==> config.mk <==
export PLATFORM = sky130hd
export DESIGN_NAME = cv_btn_fltr
export DESIGN_NICKNAME = d
export VERILOG_FILES = /design/src/rtl/cv_btn_fltr_pkg.sv /design/src/rtl/cv_sync2.sv /design/src/rtl/cv_btn_fltr.sv
export SDC_FILE = /design/constraint.sdc
export NUM_CORES = 1
export LEC_CHECK = 0
export CAP_MARGIN = 20
export CORE_ASPECT_RATIO = 0.5
export CORE_UTILIZATION = 37
export CTS_CLUSTER_SIZE = 25
export DETAILED_ROUTE_END_ITERATION = 8
export RECOVER_POWER = 50
export SYNTH_ARGS = -nofsm -noshare
export SYNTH_HDL_FRONTEND = slang
export SYNTH_SLANG_ARGS = --single-unit
==> constraint.sdc <==
create_clock -name CLK -period 2.1 [get_ports CLK]
set_input_delay 0.315 -clock CLK [delete_from_list [all_inputs] [get_ports CLK]]
set_output_delay 0.315 -clock CLK [all_outputs]
set_load 0.005 [all_outputs]
==> src/rtl/cv_btn_fltr_pkg.sv <==
// Shared defaults and types for the cv_btn_fltr push-button debounce filter.
package cv_btn_fltr_pkg;

   localparam int unsigned DEF_FLTR_CYCLES = 16;
   localparam int unsigned DEF_CNT_W       = 16;
   localparam int unsigned SYNC_STAGES     = 2;

   typedef enum logic [1:0] {
      EDGE_NONE,
      EDGE_RISE,
      EDGE_FALL
   } edge_e;

endpackage

==> src/rtl/cv_sync2.sv <==
// Generic flop-chain synchroniser (two stages by default), async active-high reset to 0.
module cv_sync2
   import cv_btn_fltr_pkg::*;
#(
   parameter int unsigned STAGES = SYNC_STAGES
) (
   input  logic clk,
   input  logic rst,
   input  logic d,
   output logic q
);

   logic [STAGES-1:0] sync_q;
   logic [STAGES-1:0] sync_d;

   always_comb begin
      sync_d = {sync_q[STAGES-2:0], d};
   end

   always_ff @(posedge clk or posedge rst) begin
      if (rst) begin
         sync_q <= '0;
      end else begin
         sync_q <= sync_d;
      end
   end

   assign q = sync_q[STAGES-1];

endmodule

==> src/rtl/cv_btn_fltr.sv <==
// Debounce filter: synchronised button level accepted after FLTR_CYCLES stable enabled cycles.
// Define CV_BTN_FLTR_BOTH_EDGES_EN to strobe BTN_CEO on release as well as press.
module cv_btn_fltr
   import cv_btn_fltr_pkg::*;
#(
   parameter int unsigned FLTR_CYCLES = DEF_FLTR_CYCLES,
   parameter int unsigned CNT_W       = DEF_CNT_W
) (
   input  logic CLK,
   input  logic RST,
   input  logic BTN_IN,
   input  logic CE,
   output logic BTN_OUT,
   output logic BTN_CEO
);

   localparam logic [CNT_W-1:0] CNT_LAST = CNT_W'(FLTR_CYCLES - 1);

   logic             btn_s;
   logic [CNT_W-1:0] cnt_q, cnt_d;
   logic             btn_out_q, btn_out_d;
   logic             btn_ceo_q, btn_ceo_d;
   edge_e            edge_d;

   cv_sync2 #(
      .STAGES(SYNC_STAGES)
   ) u_sync_btn (
      .clk(CLK),
      .rst(RST),
      .d  (BTN_IN),
      .q  (btn_s)
   );

   always_comb begin
      cnt_d     = cnt_q;
      btn_out_d = btn_out_q;
      edge_d    = EDGE_NONE;
      if (CE) begin
         if (btn_s == btn_out_q) begin
            cnt_d = '0;
         end else if (cnt_q == CNT_LAST) begin
            cnt_d     = '0;
            btn_out_d = btn_s;
            edge_d    = btn_s ? EDGE_RISE : EDGE_FALL;
         end else begin
            cnt_d = cnt_q + 1'b1;
         end
      end
   end

   // Strobe is registered alongside BTN_OUT so both change on the same edge.
   always_comb begin
`ifdef CV_BTN_FLTR_BOTH_EDGES_EN
      btn_ceo_d = (edge_d != EDGE_NONE);
`else
      btn_ceo_d = (edge_d == EDGE_RISE);
`endif
   end

   always_ff @(posedge CLK or posedge RST) begin
      if (RST) begin
         cnt_q     <= '0;
         btn_out_q <= 1'b0;
         btn_ceo_q <= 1'b0;
      end else begin
         cnt_q     <= cnt_d;
         btn_out_q <= btn_out_d;
         btn_ceo_q <= btn_ceo_d;
      end
   end

   assign BTN_OUT = btn_out_q;
   assign BTN_CEO = btn_ceo_q;

endmodule

==> run metrics, run 1 <==
Post-DP Area=0.00116 mm^2; Reg2Reg Depth=7; Worst-path clk slew=around 0.080 ns; n_diodes=0; Num CTS Buffers=3; worst vdd rail ir drop=0.278 mV; worst skew pair latency=roughly 0.26 ns; top cells by area, synth=dfrtp_1 47%, a31oi_1 5.3%, nand2_1 4.2%, and3_1 3.5%, xnor2_1 2.5%; number of placed I/O pins=6; worst-margin pin slew=between 1 and 1.5 ns; Yosys reg bits=20; postcts setup bufs=0; Core Region=between 0.002 and 0.003 mm^2; nets@finish=124; Crit path max-delay family=simple AND/OR/NAND/NOR gates; ys async rst share=1.00; total power divided by cell area=approximately 680 mW/mm^2; final instance area=between 0.001 and 0.0015 mm^2; Worst Path Buf+Inv=1; DRC=0; Root Buffer=clkbuf_8; cell with the most instances after synthesis=dfrtp_1; GRT Total Usage=0.148; WP depth=7; Critical Path RT=approximately 2.3 ns; HPWL Detailed=between 1.5 and 2 mm; Cell Area, Synth=around 0.0011 mm^2; WS Path Type=register to register; origin of the critical flop-to-flop path=cnt_q[0]$_DFFE_PP0P_; Die W=slightly below 80 um; htree depth=1; vias in the first global route=~700; Inst Count DP=between 150 and 200; Post-Route WL=between 2 and 2.5 mm; Final Hold Viols=0; Yosys top cell by area=dfrtp_1; Slew Viols, Final=0; initial antenna violation count=0; Max Fclk=between 500 and 600 MHz; Setup crit end kind=register; final cell count without fillers=roughly 160; Area Overhead vs Synth=14.6%; Num Clock Sinks=20; max incr delay on CP=between 0.4 and 0.5 ns; Overflow after GRT=0; most frequent cells after synthesis=20 x dfrtp_1, 12 x nand2_1, 9 x a31oi_1, 6 x and3_1, 6 x inv_1; dominant synthesized flop cell=dfrtp_1; syn nets=between 100 and 150; gr busiest metal=met1; HP Start=u_sync_btn.sync_q[0]$_DFF_PP0_; total of max-cap violations=0; RSZ-0062 raised after global routing=false; critical-path cell list=ha_1, and3_1, and4_1, nor2_2, buf_4, o21ai_0, a31oi_1; post-route minimum period=~1.8 ns; share of layout cells above drive strength 1=0.0932; Final setup viols=0; worst clock skew=around 0.0047 ns; final worst path period share=0.865; grt met1 use=0.221; slowest CP cell=dfrtp_1; DIE AREA=approximately 0.0031 mm^2; Post-synth EDFFs=0; vias per inst=about 5.3; status=finished clean; DR WL/cell=approximately 13 um; Synth cell types=39; register area share after synthesis=0.468; Pre-antenna DRT Iters=4; Startpoint Class=register; r2r setup slk=about 0.28 ns; cts hold-fix bufs=0; gpl congestion=0.780; clk buf depth=2; Mean Syn Cell Area=9.73 um^2; YS warnings=0; Hold Path Stages=0; Row Count=13; post-cts resize count=0; Final ANT Viol Nets=0; final setup TNS=0 ns; M2 GR Usage=0.204; Data arrival, critical path=2.00 ns; TritonCTS clock tree=yes; Starting Density=0.401; critical path peak fanout=8; PortBufs=5; crit path launch=cnt_q[0]$_DFFE_PP0P_; relative slew slack=0.302; Hold WC Path Type=register to register; Yosys top cell area share=0.468; first-pass GRT wire length=~3.3 mm; largest net degree at the start of global routing=21; static leakage=about 0.54 nW; initial DRC count=between 60 and 70; GRT met3 Usage=0.0545; Mapped Cells=110; Vias=between 800 and 900; die height=40.0 um
-- stage by stage --
stage	setup slack, ns	power, mW	hold WS [ns]	utilization
2_1_floorplan	0.475	0.446	0.279	-
3_3_place_gp	0.318	0.462	0.334	0.434
3_5_place_dp	0.286	0.463	0.340	0.434
4_1_cts	0.280	0.851	0.359	0.461
5_1_grt	0.118	0.875	0.369	0.460
6_report	0.283	0.838	0.355	0.460
-- cell type report --
cell class	count	area, um^2
multi-input cells	80	517
fillers	261	1440
clock buffers	3	41.3
well taps	37	46.3
repair buffers	8	68.8
flip-flops and latches	20	500
inverters	6	22.5
clock inverters	1	30.0
-- power breakdown --
part | switching [mW] | internal (mW)
Sequential | 0.00912 | 0.394
Clock | 0.131 | 0.254
Combinational | 0.0309 | 0.0189
Total | 0.171 | 0.667
-- routing by layer --
metal  share of wire  vias to the layer above
li1                -                      422
met1            0.57                      384
met2            0.38                       21
met3           0.055                        0
met4               0                        0
met5               0                        -
-- cells by family after synthesis --
kind of cell / count (synthesis) / share of synthesized area
compound gates: 27 / 0.157
fa+ha+maj: 1 / 0.0117
buf+inv: 10 / 0.0491
simple gates: 46 / 0.262
mux: 2 / 0.0199
flops: 20 / 0.468
xor+xnor: 4 / 0.0328
-- worst reg2reg max path: stages (launching register included) --
cell,delay [ns]
dfrtp_1,0.42
ha_1,0.25
and3_1,0.21
and4_1,0.19
nor2_2,0.24
buf_4,0.21
o21ai_0,0.08
a31oi_1,0.16
-- state kept, by name (all words and copies together), names as in the netlist --
name / cells
cnt_q: 16
BTN_CEO: 1
u_sync_btn.sync_q: 2
BTN_OUT: 1
-- final timing paths --
| kind | endpoint |
|---|---|
| max | cnt_q[7]$_DFFE_PP0P_ |
| max in group asynchronous | cnt_q[2]$_DFFE_PP0P_ |
| max reg2reg | cnt_q[7]$_DFFE_PP0P_ |
| min reg2reg | u_sync_btn.sync_q[1]$_DFF_PP0_ |
| min in group asynchronous | cnt_q[6]$_DFFE_PP0P_ |
| min | u_sync_btn.sync_q[1]$_DFF_PP0_ |
-- cell usage in the layout, fill, tap and decap left out, types with 2 or more instances in the layout --
| cell type | count |
|---|---|
| a21oi_1 | 4 |
| a31oi_1 | 9 |
| and2_1 | 2 |
| and3_1 | 6 |
| and4_1 | 2 |
| buf_4 | 2 |
| clkbuf_8 | 3 |
| clkdlybuf4s50_1 | 3 |
| dfrtp_1 | 20 |
| dlygate4sd3_1 | 2 |
| inv_1 | 6 |
| nand2_1 | 12 |
| nand3_1 | 4 |
| nand4_1 | 3 |
| nor2_1 | 2 |
| nor4_1 | 3 |
| o21ai_0 | 5 |
| o22ai_1 | 3 |
| or3_1 | 2 |
| xnor2_1 | 3 |
No activity file was read; power rests on OpenSTA's default activity.
==> run 2, diff against run 1 <==
Settings changed: CELL_PAD_IN_SITES_DETAIL_PLACEMENT set to 1, CELL_PAD_IN_SITES_GLOBAL_PLACEMENT set to 2, PLACE_DENSITY_LB_ADDON set to 0.1, SLEW_MARGIN set to 10.
==> run 2 against run 1 <==
  * Worst setup slack worse by 0.13 ns
  * Maximum frequency decreased by 6.8%
  * Critical path depth unchanged
  * Largest cell class unchanged
  * Non-clock buffer count unchanged
  * Global-route usage increased by 3.5 points
  * Combinational power rose by 3%
  * Largest power group unchanged
  * Power down 16%
  * Final cell count is 0.65% lower
  * Wire length grew 22%
==> run metrics, run 2 (synthesis gave the netlist of run 1 again) <==
most common cell after layout, fill and taps aside=dfrtp_1; Startpoint Class=register; number of placed I/O pins=6; Pre-antenna DRT Iters=3; Multi-input gate area=517 um^2; P_sw=~0.17 mW; Register Area=about 500 um^2; origin of the critical flop-to-flop path=cnt_q[0]$_DFFE_PP0P_; initial antenna violation count=0; Fill cells=roughly 310; static leakage=approximately 0.53 nW; most frequent cells in the layout=20 x dfrtp_1, 12 x nand2_1, 9 x a31oi_1; HPWL Detailed=roughly 1.9 mm; Critical Path RT=between 2 and 2.5 ns; RSZ-0062 raised after global routing=false; total power divided by cell area=between 500 and 600 mW/mm^2; worst skew pair latency=roughly 0.26 ns; Overflow after GRT=0; htree depth=1; relative slew slack=0.239; number of flip-flops in the largest register=16; TritonCTS clock tree=yes; total of max-cap violations=0; Hold Path Stages=0; Hold Path End=u_sync_btn.sync_q[1]$_DFF_PP0_; max incr delay on CP=about 0.47 ns; Area Overhead vs Synth=11.8%; r2r setup slk=0.15 ns; Starting Density=0.401; largest net degree at the start of global routing=21; Worst Path Buf+Inv=1; sequential share of power=0.572; top flop regs=cnt_q: 16 flops, u_sync_btn.sync_q: 2 flops; critical-path cell list=ha_1, and3_1, and4_1, nor2_2, buf_4, o21ai_0, a31oi_1; WS Path Type=register to register; critical path peak fanout=10; Worst-path clk slew=~0.070 ns; clk buf depth=2; Num CTS Buffers=3; postcts setup bufs=0; Slew Viols, Final=0; Largest Register=cnt_q; nets@finish=about 120; DR WL/cell=about 16 um; Hold WC Path Type=register to register; switch share=0.237; worst-margin pin slew=approximately 1.1 ns; Reg2Reg Depth=7; share of layout cells above drive strength 1=0.0855; Final ANT Viol Nets=0; die height=between 40 and 50 um; Power, Total=about 0.71 mW; Max Fclk=~510 MHz; HP Start=u_sync_btn.sync_q[0]$_DFF_PP0_; PortBufs=5; slowest CP cell=dfrtp_1; worst vdd rail ir drop=between 0.2 and 0.25 mV; worst clock skew=about 0.0057 ns; part of the power in the clock network=0.355; Final setup viols=0; final setup TNS=0 ns; Root Buffer=clkbuf_8; post-cts resize count=0; post-route minimum period=roughly 2 ns; Setup crit end kind=register; status=finished clean; Crit path max-delay family=simple AND/OR/NAND/NOR gates; vias per inst=between 5 and 6; Data arrival, critical path=roughly 2.1 ns; gpl congestion=roughly 0.84; Die W=approximately 80 um; DIE AREA=0.00312 mm^2; first-pass GRT wire length=a little over 4 mm; Pint=roughly 0.54 mW; Final Hold Viols=0; initial DRC count=25; Num Clock Sinks=20; Vias=874; power share of the combinational group=0.073; vias in the first global route=about 800; cts hold-fix bufs=0; final worst path period share=0.929; n_diodes=0; Post-Route WL=about 2.5 mm; Core Region=about 0.0027 mm^2; DRC=0; Row Count=13; FF-to-FF End=cnt_q[7]$_DFFE_PP0P_; GRT Total Usage=0.182
## run 2: final cells by class
type | count | share of cell area
Tap cell | 37 | 0.0387
Sequential cell | 20 | 0.418
Multi-Input combinational cell | 80 | 0.432
Clock buffer | 3 | 0.0345
Inverter | 6 | 0.0188
Timing Repair Buffer | 8 | 0.0575
## run 2: stage by stage
step           cell area [um^2]  cells  utilization  worst slack, ns  hold slack [ns]
3_3_place_gp               1160    151        0.434            0.196            0.337
5_1_grt                    1200    154        0.448           0.0464            0.380
6_report                   1200    154        0.448            0.150            0.360
4_1_cts                    1200    154        0.450            0.140            0.365
3_5_place_dp               1160    151        0.434            0.171            0.348
2_1_floorplan              1070    110            -            0.475            0.279
## run 2: power by group through the flow
stage	combinational [mW]	clock [mW]	sequential [mW]
after floorplan	0.0380	0	0.408
after global placement	0.0514	0	0.412
after detailed placement	0.0538	0	0.413
after CTS	0.0539	0.262	0.405
after global routing	0.0575	0.281	0.407
final	0.0514	0.251	0.405
## run 2: routing by layer
metal	global-route usage	vias up	share of wire
li1	-	420	-
met1	0.245	443	0.55
met2	0.294	9	0.41
met3	0.0636	2	0.033
met4	0.0278	0	0.0032
met5	0	-	0
## run 2: worst max path at each step
stage,from,end,cells past startpoint
2_1_floorplan,cnt_q[0]$_DFFE_PP0P_,cnt_q[12]$_DFFE_PP0P_,7
3_3_place_gp,cnt_q[0]$_DFFE_PP0P_,cnt_q[7]$_DFFE_PP0P_,7
3_5_place_dp,cnt_q[0]$_DFFE_PP0P_,cnt_q[7]$_DFFE_PP0P_,7
4_1_cts,cnt_q[0]$_DFFE_PP0P_,cnt_q[7]$_DFFE_PP0P_,7
5_1_grt,cnt_q[0]$_DFFE_PP0P_,cnt_q[14]$_DFFE_PP0P_,7
6_report,cnt_q[0]$_DFFE_PP0P_,cnt_q[7]$_DFFE_PP0P_,7
## run 2: worst reg2reg max path, stage by stage, from the launching register on
cell and delay, ns:
dfrtp_1 0.47, ha_1 0.28, and3_1 0.22, and4_1 0.19, nor2_2 0.23, buf_4 0.23
o21ai_0 0.10, a31oi_1 0.17
